<file path="src/rtl/vxu_lane_fu_issue_sched.sv">
// ---------------------------------------------------------------------------
// vxu_lane_fu_issue_sched
//
// Per-lane issue scheduler in front of the lane functional-unit sequencer.
// Six unit classes issue here: VAU0, VAU1, VAU2, VGU, VSU share the single
// bank read port and are arbitrated round-robin; VLU only uses the write port
// and is granted whenever it is eligible. Each unit carries a busy counter so
// it cannot be re-issued while its previous operation is still counting down.
// Grants are combinational from registered state and the current requests,
// so an accepted request produces its expand_* pulse in the same cycle.
//
// Ports
//   clk, reset           clock, synchronous active-high reset
//   stall                blocks every grant this cycle
//   <c>_req_val/rdy      request handshake per class (rdy = grant)
//   <c>_req_cnt          element count minus one
//   vau*_req_fn          function code, passed through on issue
//   vlu_req_ut/vsu_req_ut  0 = vector queue, 1 = microthread queue
//   expand_*             one-cycle issue pulses toward the sequencer
//   expand_vau*_fn       function code of the issuing op, 0 otherwise
//   expand_rcnt          count of the read-port issue, 0 if none
//   expand_wcnt          count of the VLU issue, 0 if none
//   idle                 no unit busy and no request valid
// ---------------------------------------------------------------------------
module vxu_lane_fu_issue_sched #(
    parameter int SZ_BVLEN  = 8,
    parameter int W_VAU0_FN = 2,
    parameter int W_VAU1_FN = 11,
    parameter int W_VAU2_FN = 10
) (
    input  logic                 clk,
    input  logic                 reset,
    input  logic                 stall,

    input  logic                 vau0_req_val,
    output logic                 vau0_req_rdy,
    input  logic [SZ_BVLEN-1:0]  vau0_req_cnt,
    input  logic [W_VAU0_FN-1:0] vau0_req_fn,

    input  logic                 vau1_req_val,
    output logic                 vau1_req_rdy,
    input  logic [SZ_BVLEN-1:0]  vau1_req_cnt,
    input  logic [W_VAU1_FN-1:0] vau1_req_fn,

    input  logic                 vau2_req_val,
    output logic                 vau2_req_rdy,
    input  logic [SZ_BVLEN-1:0]  vau2_req_cnt,
    input  logic [W_VAU2_FN-1:0] vau2_req_fn,

    input  logic                 vgu_req_val,
    output logic                 vgu_req_rdy,
    input  logic [SZ_BVLEN-1:0]  vgu_req_cnt,

    input  logic                 vlu_req_val,
    output logic                 vlu_req_rdy,
    input  logic [SZ_BVLEN-1:0]  vlu_req_cnt,
    input  logic                 vlu_req_ut,

    input  logic                 vsu_req_val,
    output logic                 vsu_req_rdy,
    input  logic [SZ_BVLEN-1:0]  vsu_req_cnt,
    input  logic                 vsu_req_ut,

    output logic                 expand_vau0,
    output logic                 expand_vau1,
    output logic                 expand_vau2,
    output logic                 expand_utaq,
    output logic                 expand_vldq,
    output logic                 expand_utldq,
    output logic                 expand_vsdq,
    output logic                 expand_utsdq,
    output logic [W_VAU0_FN-1:0] expand_vau0_fn,
    output logic [W_VAU1_FN-1:0] expand_vau1_fn,
    output logic [W_VAU2_FN-1:0] expand_vau2_fn,
    output logic [SZ_BVLEN-1:0]  expand_rcnt,
    output logic [SZ_BVLEN-1:0]  expand_wcnt,
    output logic                 idle
);

    // Class indices: 0..4 are the read-port classes in round-robin order,
    // 5 is VLU which never competes for the read port.
    localparam logic [2:0] C_VSU = 3'd4;
    localparam int         N_CLS = 6;
    localparam logic [SZ_BVLEN-1:0] CNT_ONE = SZ_BVLEN'(1);

    logic [SZ_BVLEN-1:0] r_cnt [N_CLS];
    logic [N_CLS-1:0]    r_busy;
    logic [2:0]          r_last;

    logic [SZ_BVLEN-1:0] w_reqCnt [N_CLS];
    logic [N_CLS-1:0]    w_val;
    logic [N_CLS-1:0]    w_elig;
    logic [N_CLS-1:0]    w_grant;
    logic                w_rdFound;
    logic [2:0]          w_rdIdx;
    logic [3:0]          w_sum;
    logic [2:0]          w_scanIdx;

    assign w_val = {vlu_req_val, vsu_req_val, vgu_req_val,
                    vau2_req_val, vau1_req_val, vau0_req_val};

    assign w_reqCnt[0] = vau0_req_cnt;
    assign w_reqCnt[1] = vau1_req_cnt;
    assign w_reqCnt[2] = vau2_req_cnt;
    assign w_reqCnt[3] = vgu_req_cnt;
    assign w_reqCnt[4] = vsu_req_cnt;
    assign w_reqCnt[5] = vlu_req_cnt;

    // Reset is folded into eligibility so nothing is granted while it is high.
    assign w_elig = w_val & ~r_busy & {N_CLS{~stall & ~reset}};

    // Scan the read-port classes starting one past the last winner; the first
    // eligible one gets the port. VLU is granted on its own.
    always_comb begin
        w_grant   = '0;
        w_rdFound = 1'b0;
        w_rdIdx   = '0;
        w_sum     = '0;
        w_scanIdx = '0;
        for (int k = 1; k <= 5; k++) begin
            w_sum     = {1'b0, r_last} + 4'(k);
            w_scanIdx = (w_sum >= 4'd5) ? 3'(w_sum - 4'd5) : w_sum[2:0];
            if (!w_rdFound && w_elig[w_scanIdx]) begin
                w_grant[w_scanIdx] = 1'b1;
                w_rdFound          = 1'b1;
                w_rdIdx            = w_scanIdx;
            end
        end
        w_grant[5] = w_elig[5];
    end

    assign vau0_req_rdy = w_grant[0];
    assign vau1_req_rdy = w_grant[1];
    assign vau2_req_rdy = w_grant[2];
    assign vgu_req_rdy  = w_grant[3];
    assign vsu_req_rdy  = w_grant[4];
    assign vlu_req_rdy  = w_grant[5];

    assign expand_vau0  = w_grant[0];
    assign expand_vau1  = w_grant[1];
    assign expand_vau2  = w_grant[2];
    assign expand_utaq  = w_grant[3];
    assign expand_vsdq  = w_grant[4] & ~vsu_req_ut;
    assign expand_utsdq = w_grant[4] &  vsu_req_ut;
    assign expand_vldq  = w_grant[5] & ~vlu_req_ut;
    assign expand_utldq = w_grant[5] &  vlu_req_ut;

    assign expand_vau0_fn = w_grant[0] ? vau0_req_fn : '0;
    assign expand_vau1_fn = w_grant[1] ? vau1_req_fn : '0;
    assign expand_vau2_fn = w_grant[2] ? vau2_req_fn : '0;

    assign expand_rcnt = w_rdFound  ? w_reqCnt[w_rdIdx] : '0;
    assign expand_wcnt = w_grant[5] ? vlu_req_cnt       : '0;

    // A counter can only be nonzero while its busy flag is set, so the busy
    // flags alone tell us every counter has drained. During reset the state
    // is being cleared, so only the request valids matter.
    assign idle = ~(|w_val) & (reset | ~(|r_busy));

    // Busy tracking: a grant loads the count and marks the unit busy; the
    // counter then drains to zero and the busy flag drops one cycle later,
    // so an op with count n keeps its unit blocked for n+1 cycles after issue.
    always_ff @(posedge clk) begin
        if (reset) begin
            for (int i = 0; i < N_CLS; i++) begin
                r_cnt[i] <= '0;
            end
            r_busy <= '0;
            r_last <= C_VSU;
        end else begin
            for (int i = 0; i < N_CLS; i++) begin
                if (w_grant[i]) begin
                    r_cnt[i]  <= w_reqCnt[i];
                    r_busy[i] <= 1'b1;
                end else if (r_cnt[i] != '0) begin
                    r_cnt[i]  <= r_cnt[i] - CNT_ONE;
                end else begin
                    r_busy[i] <= 1'b0;
                end
            end
            if (w_rdFound) begin
                r_last <= w_rdIdx;
            end
        end
    end

endmodule

</file>
<file path="config.mk">
export PLATFORM = sky130hd
export DESIGN_NAME = vxu_lane_fu_issue_sched
export DESIGN_NICKNAME = d
export VERILOG_FILES = /design/src/rtl/vxu_lane_fu_issue_sched.sv
export SDC_FILE = /design/constraint.sdc
export NUM_CORES = 1
export LEC_CHECK = 0
export BUFFER_PORTS_ARGS = -buffer_cell sky130_fd_sc_hd__buf_2
export CAP_MARGIN = 10
export CELL_PAD_IN_SITES_DETAIL_PLACEMENT = 1
export CELL_PAD_IN_SITES_GLOBAL_PLACEMENT = 1
export CORE_MARGIN = 2
export CORE_UTILIZATION = 44
export CTS_CLUSTER_DIAMETER = 150
export DETAILED_ROUTE_END_ITERATION = 7
export PLACE_DENSITY = 0.95
export SLEW_MARGIN = 10
export SYNTH_ARGS = -nofsm -noshare
export SYNTH_HDL_FRONTEND = slang
export SYNTH_SLANG_ARGS = --single-unit
export TNS_END_PERCENT = 5
</file>
<file path="constraint.sdc">
create_clock -name clk -period 9.6 [get_ports clk]
set_input_delay 1.44 -clock clk [delete_from_list [all_inputs] [get_ports clk]]
set_output_delay 1.44 -clock clk [all_outputs]
set_load 0.02 [all_outputs]
</file>
* Yosys cells after proc, flatten, opt, wreduce, memory -nomap -nowiden *
Memories as Yosys holds them, arrays and structs flattened.
Cells that the tools add are included.

storage, ports and cells
  flip-flop bits (word level) = 9
  latch bits = 0
  bits in writable memories = 48
  ROM bits = 0
  bits of input ports = 82
  output and inout bits = 54
  logic and storage cells = 216
  memories = 1

cells by class
  add/sub/neg operators = 16
  multipliers = 0
  divide/modulo/power cells = 0
  $lt $le $gt $ge = 16
  eq/ne operators = 6
  shifts and indexed selects = 0
  mux-type cells = 116
  bitwise logic cells = 33
  reduce and logical (&&, ||, !) cells = 21

memories
  memory  depth  width  read ports  clocked after Yosys merged registers in  write ports  line  text
  r_cnt   6      8      6           0                                        6            86    logic [SZ_BVLEN-1:0] r_cnt [N_CLS];

operators with widths
  operator                                                            count
  2-to-1 mux 8 bit                                                    16
  2-to-1 mux 1 bit                                                    71
  nonzero test 8 bit                                                  6
  subtractor 8 x 1 -> 8 bit (second input constant)                   6
  2-to-1 mux 3 bit                                                    10
  2-to-1 mux 5 bit                                                    5
  binary-select mux 8 bit (select 3 bit)                              1
  greater-or-equal comparator 4 x 3 -> 1 bit (second input constant)  5
  less-than comparator 3 x 4 -> 1 bit (second input constant)         5
  bitwise OR 5 bit                                                    4
  binary-select mux 1 bit (select 3 bit)                              5
  demux 1 bit (select 3 bit)                                          5
  greater-or-equal comparator 3 x 1 -> 1 bit (second input constant)  5
  subtractor 3 bit (second input constant)                            5
  bitwise OR 1 bit                                                    13
  bitwise AND 6 bit                                                   2
  != test 2 bit (second input constant)                               6
  OR reduction 6 bit                                                  2
  2-to-1 mux 11 bit                                                   1
  2-to-1 mux 10 bit                                                   1
  logical AND 1 bit                                                   9
  adder 3 x 2 -> 4 bit (second input constant)                        2
  adder 3 x 3 -> 4 bit (second input constant)                        2
  bitwise AND 1 bit                                                   6
  7 further kinds                                                     15

* Depth between registers and ports, before layout *
  word-level depth = 23
  mapped depth = 17
  mapped depth without buffers = 14

* Worst setup path after synthesis *
No wires, ideal clock.

  kind = input-to-output
  start point = input stall
  end point = output expand_rcnt[0]
  arrival = 4.327 ns
  data required time = 8.160 ns
  setup slack = 3.833 ns
  stages = 12
  path buffers = 2
  cells stage by stage = or4b_4 -> or3_1 -> mux2i_1 -> o22ai_2 -> and2_4 -> and2_4 -> buf_6 -> a32oi_1 -> nor2_4 -> or2_1 -> buf_2 -> o221ai_1

on the way
  cells in the longest elaborated chain, start to end = 23
  elaborated cells between the ends (all ways) = 36
  classes of those cells = 24 x mux; 4 x bitwise; 8 x reduce/logical

ends and longest elaborated chain
  item                                                  line  text
  start, declared                                       33    input logic stall,
  NOT 1 bit *                                           110   assign w_elig = w_val & ~r_busy & {N_CLS{~stall & ~reset}};
  bitwise AND 1 bit *                                   110
  bitwise AND 6 bit *                                   110
  binary-select mux 1 bit (select 3 bit)                123   if (!w_rdFound && w_elig[w_scanIdx]) begin
  2-to-1 mux 1 bit (not written as such)                123
  2-to-1 mux 1 bit                                      123
  logical NOT 1 bit                                     123
  logical AND 1 bit                                     123
  [6 not listed]                                        n/a
  2-to-1 mux 1 bit                                      123
  logical NOT 1 bit                                     123
  logical AND 1 bit                                     123
  2-to-1 mux 3 bit                                      123
  NOT 3 -> 4 bit (not written as such)                  152   assign expand_rcnt = w_rdFound ? w_reqCnt[w_rdIdx] : '0;
  binary-select mux 8 bit (select 3 bit)                152
  2-to-1 mux 8 bit (not written as such) (2 in series)  152
  2-to-1 mux 8 bit *                                    152
  end, declared                                         75    output logic [SZ_BVLEN-1:0] expand_rcnt,

Every way passes the cells marked *; elsewhere a longest branch is shown, timed or not. The select of a mux whose other input is x is not followed.

* Worst setup path after layout *
  start point = register r_last[0]
  end point = output expand_rcnt[5]

on the way
  cells in the longest elaborated chain, start to end = 23
  elaborated cells between the ends (all ways) = 53
  classes of those cells = 10 x add/sub; 5 x order compare; 29 x mux; 1 x bitwise; 8 x reduce/logical

ends and longest elaborated chain
  item                                                                                   line  text
  start, declared                                                                        88    logic [2:0] r_last;
  start signal, assigned                                                                 182   r_last <= w_rdIdx;
  adder 3 x 1 -> 4 bit                                                                   121   w_sum = {1'b0, r_last} + 4'(k);
  greater-or-equal comparator 4 x 3 -> 1 bit / subtractor 3 bit (equally long branches)  122   w_scanIdx = (w_sum >= 4'd5) ? 3'(w_sum - 4'd5) : w_sum[2:0];
  2-to-1 mux 3 bit                                                                       122
  binary-select mux 1 bit (select 3 bit)                                                 123
  2-to-1 mux 1 bit (not written as such)                                                 123
  2-to-1 mux 1 bit                                                                       123
  logical NOT 1 bit                                                                      123
  logical AND 1 bit                                                                      123
  [6 not listed]                                                                         n/a
  2-to-1 mux 1 bit                                                                       123
  logical NOT 1 bit                                                                      123
  logical AND 1 bit                                                                      123
  2-to-1 mux 3 bit                                                                       123
  NOT 3 -> 4 bit (not written as such)                                                   152
  binary-select mux 8 bit (select 3 bit)                                                 152
  2-to-1 mux 8 bit (not written as such) (2 in series)                                   152
  2-to-1 mux 8 bit *                                                                     152

Marked as above.

==> results by group <==
Cells and area
  • Final antenna diode count: 0
  • Proportion of layout cells with a drive suffix above 1: 31.0%
  • Fill count: 1454
  • Final instance area: 6480 sq um
  • Nets: 827
  • Layout overhead on the synthesized area: 18.2%
  • Combined area of the multi-input logic cells: 3570 sq um
  • Combined flip-flop and latch cell area: 1620 sq um

Floorplanning
  • Initial core utilization: 45.4%
  • Die boundary width: 116 um
  • Ports: 136
  • Die footprint: 13400 sq um
  • Row count: 40
  • Area of the core region: 12100 sq um
  • Die height: 116 um

GRT
  • Number of global-route vias before repair: 5616
  • Total GRT Usage: 30.3%
  • Initial antenna violation count: 0
  • Met2 track demand over resource: 51.7%
  • GRT Residual Overflow: 0
  • Maximum number of pins on one net before global-route repair: 24
  • Met1 capacity usage during global routing: 34.4%
  • Wire length of the first global-routing pass: 30.3 mm
  • Global route hottest layer: met2
  • Grt met3 use: 9.26%

Yosys
  • Mean cell area of the mapped netlist: 9.04 sq um
  • Post-synth ARST share: 0%
  • EDFF count, synth: 48
  • Prevailing post-synth register cell: edfxtp_1
  • Fraction of the yosys area taken by sequential cells: 29.6%
  • Synthesis warning total: 0
  • Synth unique cells: 77
  • Net count after synthesis: 712
  • Post-Synthesis Cells: 606
  • Mapped Area: 5480 sq um
  • Number of register bits inferred by synthesis: 57

Setup path
  • Critical path origin: r_last[0]
  • Worst setup EP type: output pin
  • Flop2flop setup slack: 3.91 ns
  • Biggest fanout along the worst timing path: 23
  • WP data required: 8.16 ns
  • Sort of element at the start of the critical path: flop
  • Capturing point of the worst reg2reg path: r_cnt[2][7]
  • Cells on worst reg2reg path: 11
  • Arrival time reported for the critical path endpoint: 5.70 ns
  • Type of the worst setup path: reg2out
  • Startpoint of the most critical register-to-register path: r_last[0]

Min path
  • Number of cells on the worst hold path: 2
  • Classification of the worst-slack hold path: reg2reg
  • Worst Hold End: r_busy[4]
  • Worst hold start: r_busy[4]

STA
  • Final hold violation count: 0
  • Final setup skew: 0.00581 ns
  • Tightest Pin Transition: 1.29 ns
  • Normalized max-slew margin: 12.6%
  • Final min period: 7.14 ns
  • Post-layout worst setup margin: 2.46 ns
  • Part of the cycle the worst path needs: 74.4%
  • Unrepaired setup endpoints after global routing: no
  • Setup tns final: 0 ns
  • Final Setup Violations: 0
  • Max Freq: 140 MHz
  • Final slew viol count: 0

Run status
  • Outcome: complete, no violations

CTS
  • Post-CTS sizing: 0
  • CTS tree: done
  • Clock transition at the register clock pins on the worst setup and hold paths after CTS: 0.05 ns
  • Max clock buf depth: 2
  • Root cell of the clock tree: clkbuf_16
  • Number of buffers added for setup after CTS: 0
  • Cts bufs inserted: 9
  • CTS hold repair buffers: 0
  • CTS sink cnt: 57
  • H-tree depth: 3
  • Clock network latency to the later pin of the worst-skew pair: 0.35 ns

Placement
  • Setup slack after placement: 2.76 ns
  • Gpl congestion: 0.964
  • Placed standard-cell area: 6200 sq um
  • PortBufs: 135
  • Final HPWL DP: 15.4 mm

Drt
  • Initial drt markers: 342
  • Iteration count of the initial detailed-routing pass: 5
  • Via total after detailed routing: 5446
  • Wirelength per Cell: 22.4 um
  • Drt total wl: 20.0 mm
  • Remaining routing DRC violations: 0
  • Post-route ant nets: 0
  • Via count normalized by instance count: 6.10

Flow run
  • # Max-Cap Violations: 0
[flip-flops by register name, summed over array words and instances (netlist names)]
register,count
r_busy,6
r_cnt,48
r_last,3
[cells in the mapped netlist (6+ instances only)]
| cell type | instances | area share (%) |
|---|---|---|
| inv_1 | 26 | 1.8 |
| nand2b_1 | 10 | 1.1 |
| or3_1 | 8 | 0.91 |
| buf_2 | 6 | 0.55 |
| nor2_1 | 70 | 4.8 |
| ha_1 | 23 | 5.3 |
| nor4_1 | 12 | 1.4 |
| xnor2_1 | 21 | 3.4 |
| o21bai_1 | 11 | 1.5 |
| buf_4 | 11 | 1.5 |
| nor3_1 | 14 | 1.3 |
| xor2_1 | 17 | 2.7 |
| a21oi_1 | 23 | 2.1 |
| dfxtp_1 | 9 | 3.3 |
| nor4b_1 | 6 | 0.96 |
| edfxtp_1 | 48 | 26 |
| and3_1 | 6 | 0.69 |
| nand3_1 | 7 | 0.64 |
| mux2_2 | 43 | 8.8 |
| mux2i_1 | 24 | 4.4 |
| and2_1 | 35 | 4.0 |
| o221ai_1 | 9 | 1.4 |
| nand2_1 | 41 | 2.8 |
| mux2_4 | 6 | 1.6 |
| o21ai_0 | 11 | 1.0 |
| clkbuf_1 | 8 | 0.55 |
[worst max-delay path by stage]
stage,to
6_report,expand_rcnt[5]
5_1_grt,expand_rcnt[5]
2_1_floorplan,expand_rcnt[0]
3_5_place_dp,expand_vau2_fn[4]
4_1_cts,expand_rcnt[3]
3_3_place_gp,expand_rcnt[1]
[final cells by class]
cell class | count | area share, %
Clock buffer | 9 | 3.48
Clock inverter | 6 | 0.773
Inverter | 29 | 1.68
Multi-Input combinational cell | 487 | 55.1
Sequential cell | 57 | 25.0
Tap cell | 168 | 3.25
Timing Repair Buffer | 137 | 10.7
[stage by stage]
stage                     hold WS [ns]  utilization, %  cells
after floorplan                  0.451               -    606
after global placement           0.472            51.4    878
after detailed placement         0.480            51.4    878
after CTS                        0.488            53.7    893
after global routing             0.532            53.7    893
final                            0.485            53.7    893
[critical path, cell delays in order, from the launching register on]
cell and delay, ns:
dfxtp_1 0.90, inv_2 0.30, ha_1 0.66, clkinv_1 0.39
a211oi_1 0.68, a221o_1 0.62, nand2_1 0.13, o211ai_2 0.85
mux2_2 0.42, nand2_1 0.07, o221ai_1 0.13, buf_2 0.20
[cell families (layout without fill, tap and decap cells)]
family / after synthesis / after routing / share of synthesized area, %
XOR/XNOR: 38 / 38 / 6.07
flip-flops: 57 / 57 / 29.6
AND/OR/NAND/NOR: 247 / 247 / 24.1
buffers and inverters: 62 / 181 / 5.55
adder cells (fa/ha/maj): 24 / 24 / 5.62
multiplexers: 74 / 74 / 15.3
AO/OA/AOI/OAI: 104 / 104 / 13.8
[layout by cell type, fill, tap and decap left out, types with 12 or more instances in the layout]
cell and n:
edfxtp_1 48, nand2_1 41, nor3_1 14, nor4_1 12
ha_1 23, nor2_1 70, a21oi_1 23, xnor2_1 21
inv_1 26, mux2i_1 24, xor2_1 17, buf_2 135
and2_1 35, mux2_2 43
[routing by layer]
| metal | routed length [um] | part of all wire, % |
|---|---|---|
| met5 | 0 | 0 |
| met4 | 877 | 4.4 |
| met3 | 1690 | 8.4 |
| met2 | 9740 | 49 |
| met1 | 7660 | 38 |
Power is not shown: default switching activity piles up to over one toggle a cycle in this logic, so the estimate is an artifact.
